==> src/rtl/mem_arb_pkg.sv <==
// Shared constants and types for the two-master RAM port arbiter.
package mem_arb_pkg;

    localparam int PORT_IBUS = 0;
    localparam int PORT_DBUS = 1;
    localparam int GNT_W     = 2;

    typedef enum logic {
        LAST_IBUS = 1'b0,
        LAST_DBUS = 1'b1
    } port_e;

endpackage

==> src/rtl/mem_arb_grant.sv <==
// Pure grant picker for the RAM port arbiter.
// Build option: MEM_ARB_ROUND_ROBIN_EN selects round-robin on contention;
// without it the data port has fixed priority over the instruction port.
module mem_arb_grant
    import mem_arb_pkg::*;
(
    input  logic [GNT_W-1:0] i_elig,
    input  port_e            i_last,
    output logic [GNT_W-1:0] o_gnt,
    output logic             o_gnt_vld
);

    // Pick one eligible port; contention is resolved by the build-time policy
    always_comb begin
        o_gnt = '0;
        if (i_elig[PORT_DBUS] && i_elig[PORT_IBUS]) begin
`ifdef MEM_ARB_ROUND_ROBIN_EN
            if (i_last == LAST_DBUS) begin
                o_gnt[PORT_IBUS] = 1'b1;
            end else begin
                o_gnt[PORT_DBUS] = 1'b1;
            end
`else
            o_gnt[PORT_DBUS] = 1'b1;
`endif
        end else begin
            o_gnt = i_elig;
        end
    end

    assign o_gnt_vld = |i_elig;

`ifndef MEM_ARB_ROUND_ROBIN_EN
    // Fixed priority never looks at the last-granted port.
    logic w_unused_last;
    assign w_unused_last = i_last;
`endif

endmodule

==> src/rtl/mem_port_arbiter.sv <==
// Two-master front end for single_port_ram: instruction fetch (read-only)
// and data (read/write, byte enables). Absorbs the RAM's one-cycle read
// latency so each master sees a plain req/ack handshake.
// Build option: MEM_ARB_ROUND_ROBIN_EN (see mem_arb_grant).
module mem_port_arbiter
    import mem_arb_pkg::*;
#(
    parameter int ADDR_WIDTH = 14,
    parameter int DATA_WIDTH = 32
) (
    input  logic                    clk,
    input  logic                    reset,
    input  logic                    ibus_req,
    input  logic [ADDR_WIDTH-1:0]   ibus_addr,
    output logic                    ibus_ack,
    output logic [DATA_WIDTH-1:0]   ibus_rdata,
    input  logic                    dbus_req,
    input  logic [ADDR_WIDTH-1:0]   dbus_addr,
    input  logic [DATA_WIDTH/8-1:0] dbus_we,
    input  logic [DATA_WIDTH-1:0]   dbus_wdata,
    output logic                    dbus_ack,
    output logic [DATA_WIDTH-1:0]   dbus_rdata,
    output logic [ADDR_WIDTH-1:0]   mem_addr,
    output logic [DATA_WIDTH-1:0]   mem_din,
    output logic [DATA_WIDTH/8-1:0] mem_write_en,
    input  logic [DATA_WIDTH-1:0]   mem_dout
);

    logic                  r_infl_i;
    logic                  r_infl_d;
    port_e                 r_last;
    logic [ADDR_WIDTH-1:0] r_addr;
    logic [DATA_WIDTH-1:0] r_din;

    logic [GNT_W-1:0]      w_elig;
    logic [GNT_W-1:0]      w_gnt;
    logic                  w_gnt_vld;
    logic                  w_gnt_i;
    logic                  w_gnt_d;
    logic                  w_any_gnt;

    // A port in its ack cycle still presents the old request, so mask it.
    assign w_elig[PORT_IBUS] = ibus_req & ~r_infl_i;
    assign w_elig[PORT_DBUS] = dbus_req & ~r_infl_d;

    mem_arb_grant u_grant (
        .i_elig    (w_elig),
        .i_last    (r_last),
        .o_gnt     (w_gnt),
        .o_gnt_vld (w_gnt_vld)
    );

    // No grants while reset is held, so no write can be issued to the RAM.
    assign w_gnt_i   = w_gnt[PORT_IBUS] & ~reset;
    assign w_gnt_d   = w_gnt[PORT_DBUS] & ~reset;
    assign w_any_gnt = w_gnt_vld & ~reset;

    // Drive the RAM from the granted port; hold the last values when idle
    always_comb begin
        mem_addr     = r_addr;
        mem_din      = r_din;
        mem_write_en = '0;
        if (w_gnt_d) begin
            mem_addr     = dbus_addr;
            mem_din      = dbus_wdata;
            mem_write_en = dbus_we;
        end else if (w_gnt_i) begin
            mem_addr = ibus_addr;
        end
    end

    // In-flight flags become next cycle's acks; remember the last grant
    always_ff @(posedge clk or posedge reset) begin
        if (reset) begin
            r_infl_i <= 1'b0;
            r_infl_d <= 1'b0;
            r_last   <= LAST_IBUS;
            r_addr   <= '0;
            r_din    <= '0;
        end else begin
            r_infl_i <= w_gnt_i;
            r_infl_d <= w_gnt_d;
            if (w_any_gnt) begin
                r_addr <= mem_addr;
                r_din  <= mem_din;
                r_last <= w_gnt_d ? LAST_DBUS : LAST_IBUS;
            end
        end
    end

    assign ibus_ack   = r_infl_i;
    assign dbus_ack   = r_infl_d;
    assign ibus_rdata = mem_dout;
    assign dbus_rdata = mem_dout;

endmodule

==> config.mk <==
export PLATFORM = sky130hd
export DESIGN_NAME = mem_port_arbiter
export DESIGN_NICKNAME = d
export VERILOG_FILES = /design/src/rtl/mem_arb_pkg.sv /design/src/rtl/mem_arb_grant.sv /design/src/rtl/mem_port_arbiter.sv
export SDC_FILE = /design/constraint.sdc
export NUM_CORES = 1
export LEC_CHECK = 0
export ABC_AREA = 1
export CELL_PAD_IN_SITES_DETAIL_PLACEMENT = 1
export CELL_PAD_IN_SITES_GLOBAL_PLACEMENT = 2
export CORE_ASPECT_RATIO = 0.5
export CORE_MARGIN = 8
export CORE_UTILIZATION = 17
export CTS_CLUSTER_DIAMETER = 100
export CTS_CLUSTER_SIZE = 30
export DETAILED_ROUTE_END_ITERATION = 10
export GPL_TIMING_DRIVEN = 1
export PLACE_DENSITY = 0.81
export SYNTH_ARGS = -nofsm -noshare
export SYNTH_HDL_FRONTEND = slang
export SYNTH_SLANG_ARGS = --single-unit
export TNS_END_PERCENT = 20
==> constraint.sdc <==
create_clock -name clk -period 14.94 [get_ports clk]
set_clock_uncertainty 0.1 [all_clocks]
set_input_delay 4.482 -clock clk [delete_from_list [all_inputs] [get_ports clk]]
set_output_delay 4.482 -clock clk [all_outputs]
set_load 0.03 [all_outputs]
==> metrics.txt <==
# TYPE chip_impl_metric gauge
chip_impl_metric{name="antenna_cells",unit=""} 0
chip_impl_metric{name="clk-insertion-delay-late",unit="ns"} 0.28
chip_impl_metric{name="max_slew.worst_pin.slew",unit="ns"} 0.833
chip_impl_metric{name="synth_cells",unit=""} 342
chip_impl_info{name="yosys-top-cells-area",value="dfrtp_1, nand2_1, buf_4"} 1
chip_impl_metric{name="finalWeightedCongestion",unit=""} 0.694
chip_impl_metric{name="floorplan.die_area",unit="um2"} 20300
chip_impl_metric{name="first_global_vias",unit=""} 2464
chip_impl_metric{name="clk_pin_slew_worst_paths",unit="ns"} 0.06
chip_impl_info{name="dominantRegCellSynth",value="dfrtp_1"} 1
chip_impl_metric{name="synth.yosys.seq_area_share",unit=""} 0.448
chip_impl_info{name="capture_instance_of_the_worst_register_to_register_path",value="r_addr[10]"} 1
chip_impl_metric{name="totalNegativeSetupSlack",unit="ns"} 0
chip_impl_metric{name="sw_ratio",unit=""} 0.335
chip_impl_metric{name="detail-route-antenna-nets",unit=""} 0
chip_impl_metric{name="synth_enable_flop_cells",unit=""} 0
chip_impl_metric{name="power.share.combinational",unit=""} 0.363
chip_impl_metric{name="cts_hold_repair.buffers",unit=""} 0
chip_impl_info{name="timing.critical_path.to_type",value="output pin"} 1
chip_impl_metric{name="maxSlewViolCount",unit=""} 0
chip_impl_metric{name="clock_buffer_count_from_cts",unit=""} 5
chip_impl_metric{name="cts-htree-levels",unit=""} 2
chip_impl_metric{name="remaining_drcs",unit=""} 0
chip_impl_info{name="synth.most_common_cell",value="nand2_1"} 1
chip_impl_metric{name="dr.pass1.iters",unit=""} 4
chip_impl_metric{name="clock.fmax",unit="GHz"} 0.0835
chip_impl_metric{name="worst_ep_required_time",unit="ns"} 10.36
chip_impl_metric{name="timing.critical_path.fanout_max",unit=""} 64
chip_impl_metric{name="core_region_area",unit="um2"} 15400
chip_impl_metric{name="synth.cell_area",unit="um2"} 2680
chip_impl_metric{name="post-route-min-period",unit="ns"} 11.97
chip_impl_metric{name="syn_area_per_cell",unit="um2"} 7.84
chip_impl_metric{name="clkPwrFrac",unit=""} 0.261
chip_impl_metric{name="max-vdd-ir-drop",unit="V"} 0.0000472
chip_impl_metric{name="boundaryPins",unit=""} 216
chip_impl_metric{name="pwr_per_cell_area",unit="nW/um2"} 110
chip_impl_metric{name="number_of_drc_markers_after_the_initial_detailed_route_iteration",unit=""} 71
chip_impl_metric{name="dpl_cell_area",unit="um2"} 3580
chip_impl_metric{name="post_drt_via_cell_ratio",unit=""} 3.81
chip_impl_info{name="hold_path.class",value="register to register"} 1
chip_impl_metric{name="whs_path_depth",unit=""} 2
chip_impl_info{name="min_delay_worst_endpoint",value="r_din[1]"} 1
chip_impl_metric{name="yosys_warnings",unit=""} 0
chip_impl_metric{name="post_cts_resize_count",unit=""} 0
chip_impl_metric{name="num_rows",unit=""} 32
chip_impl_info{name="clock_tree_from_tritoncts",value="done"} 1
chip_impl_info{name="timing.hold.worst.start",value="r_din[1]"} 1
chip_impl_metric{name="power.leakage",unit="uW"} 0.00181
chip_impl_metric{name="setup_violating_endpoint_count_in_the_final_report",unit=""} 0
chip_impl_metric{name="synth_fp_nets",unit=""} 442
chip_impl_info{name="run_status",value="finished clean"} 1
chip_impl_metric{name="layout.cell_area.non_filler",unit="um2"} 3710
chip_impl_metric{name="ys_async_sr_fraction",unit=""} 1.00
chip_impl_metric{name="grt_pass1_wl",unit="um"} 13800
chip_impl_metric{name="setup.reg_to_reg.worst_slack",unit="ns"} 13.19
chip_impl_metric{name="ys_types",unit=""} 15
chip_impl_info{name="regToRegStartpoint",value="dbus_ack"} 1
chip_impl_info{name="root_buffer",value="clkbuf_16"} 1
chip_impl_metric{name="ratio_of_cells_with_drive_above_1_in_the_final_layout",unit=""} 0.0332
chip_impl_metric{name="globalRouteTotalUtil",unit=""} 0.0846
chip_impl_metric{name="ff2ff_path_depth",unit=""} 5
chip_impl_metric{name="max_cap_viols",unit=""} 0
chip_impl_metric{name="wl_cell",unit="um"} 15.0
chip_impl_metric{name="clock-sinks",unit=""} 48
chip_impl_metric{name="number_of_nets_in_the_finished_design",unit=""} 492
chip_impl_metric{name="chipHeight",unit="um"} 105
chip_impl_metric{name="grt_overflow",unit=""} 0
chip_impl_metric{name="cts_post_setup_buffers_inserted",unit=""} 0
chip_impl_metric{name="netSwitchingPower",unit="uW"} 137
chip_impl_metric{name="die_width",unit="um"} 194
chip_impl_metric{name="synth.ff_latch_count",unit=""} 48
chip_impl_info{name="rsz_0062_raised_after_global_routing",value="false"} 1
chip_impl_metric{name="share_seq_of_total_power",unit=""} 0.376
chip_impl_metric{name="largest_net_degree_at_the_start_of_global_routing",unit=""} 65
chip_impl_metric{name="layout_overhead_on_the_synthesized_area",unit="%"} 38.3
chip_impl_metric{name="drt_wl_total",unit="um"} 8950
chip_impl_info{name="synth.top_cells.by_count",value="nand2_1, buf_4, dfrtp_1, nand3_1, nand4_1"} 1
chip_impl_info{name="cp-start-kind",value="input port"} 1
chip_impl_metric{name="min_period_over_period",unit=""} 0.802
chip_impl_metric{name="detailed_place_hpwl",unit="um"} 6780
chip_impl_metric{name="start_util",unit=""} 0.174
chip_impl_metric{name="worst_ep_arrival_time",unit="ns"} 7.39
chip_impl_metric{name="slew-limit-headroom",unit=""} 0.444
chip_impl_metric{name="p_int",unit="uW"} 273
chip_impl_metric{name="area_fraction_of_the_dominant_cell_type_after_synthesis",unit=""} 0.448
chip_impl_metric{name="grt_antenna_before_repair",unit=""} 0
chip_impl_metric{name="hold_viol",unit=""} 0
chip_impl_info{name="yosys.area.top_type",value="dfrtp_1"} 1
chip_impl_metric{name="num_vias",unit=""} 2270
chip_impl_metric{name="buffer_depth_of_the_longest_clock_path",unit=""} 2
chip_impl_metric{name="port_buffers",unit=""} 119
chip_impl_info{name="timing.setup.critical_path_class",value="input port to output pin"} 1
-- area by class of cell --
cell class | instances | area (um2)
multi-input combinational | 207 | 881
tap | 204 | 255
timing repair buffer | 121 | 1210
clock buffer | 6 | 129
fill | 1803 | 11700
clock inverter | 1 | 5.00
sequential | 48 | 1200
inverter | 9 | 33.8
-- per-layer routing --
| layer | global-route usage | vias up | share of wire |
|---|---|---|---|
| li1 | - | 1120 | - |
| met1 | 0.0847 | 1107 | 0.37 |
| met2 | 0.168 | 39 | 0.56 |
| met3 | 0.0285 | 4 | 0.057 |
| met4 | 0.0197 | 0 | 0.0067 |
| met5 | 0 | - | 0 |
-- registers in the layout (all words and copies together), names as in the netlist --
name	cells
ibus_ack	1
r_din	32
dbus_ack	1
r_addr	14
-- through the flow --
step           cells  hold slack, ns  utilization  worst slack, ns  total power (uW)
6_report         596           0.374        0.241             2.97               410
5_1_grt          596           0.398        0.241             2.60               434
4_1_cts          596           0.382        0.241             2.83               419
3_5_place_dp     589           0.363        0.232             2.83               308
3_3_place_gp     589           0.357        0.232             2.87               306
2_1_floorplan    342           0.344            -             3.57               269
-- logic make-up (layout without fill, tap and decap cells) --
logic type	count (synthesis)	in the layout	share of synthesized area
flip-flops	48	48	0.448
buffers and inverters	87	137	0.224
AND/OR/NAND/NOR	206	206	0.326
AO/OA/AOI/OAI	1	1	0.00186
-- cells in the final DEF (no fill, tap or decap) --
master	instances
nand3_1	42
clkdlybuf4s50_1	119
nand2_1	143
nor2_1	4
inv_1	7
clkbuf_1	1
nand4_1	14
nor2_2	1
inv_2	2
dfrtp_1	48
nand3_2	2
clkinv_2	1
clkbuf_16	5
a21oi_1	1
buf_4	2
-- critical path, cell delays in order --
cell and delay [ns]:
clkdlybuf4s50_1 0.41, inv_2 0.05, buf_4 0.61, nand3_2 0.16, inv_2 0.66, nand2_1 0.16, nand3_1 0.15, clkdlybuf4s50_1 0.69
-- power by group through the flow --
| stage | Clock, uW | Combinational (uW) | Sequential [uW] |
|---|---|---|---|
| after floorplan | 0 | 114 | 156 |
| after global placement | 0 | 150 | 156 |
| after detailed placement | 0 | 152 | 156 |
| after CTS | 112 | 153 | 154 |
| after global routing | 117 | 161 | 156 |
| final | 107 | 149 | 154 |
-- worst max path at each step --
| stage | startpoint | endpoint | depth (start not counted) |
|---|---|---|---|
| 2_1_floorplan | reset | mem_addr[10] | 4 |
| 3_3_place_gp | reset | mem_addr[6] | 8 |
| 3_5_place_dp | reset | mem_addr[5] | 8 |
| 4_1_cts | reset | mem_addr[5] | 8 |
| 5_1_grt | reset | mem_addr[5] | 8 |
| 6_report | reset | mem_addr[9] | 8 |
No activity file was read; power rests on OpenSTA's default activity.
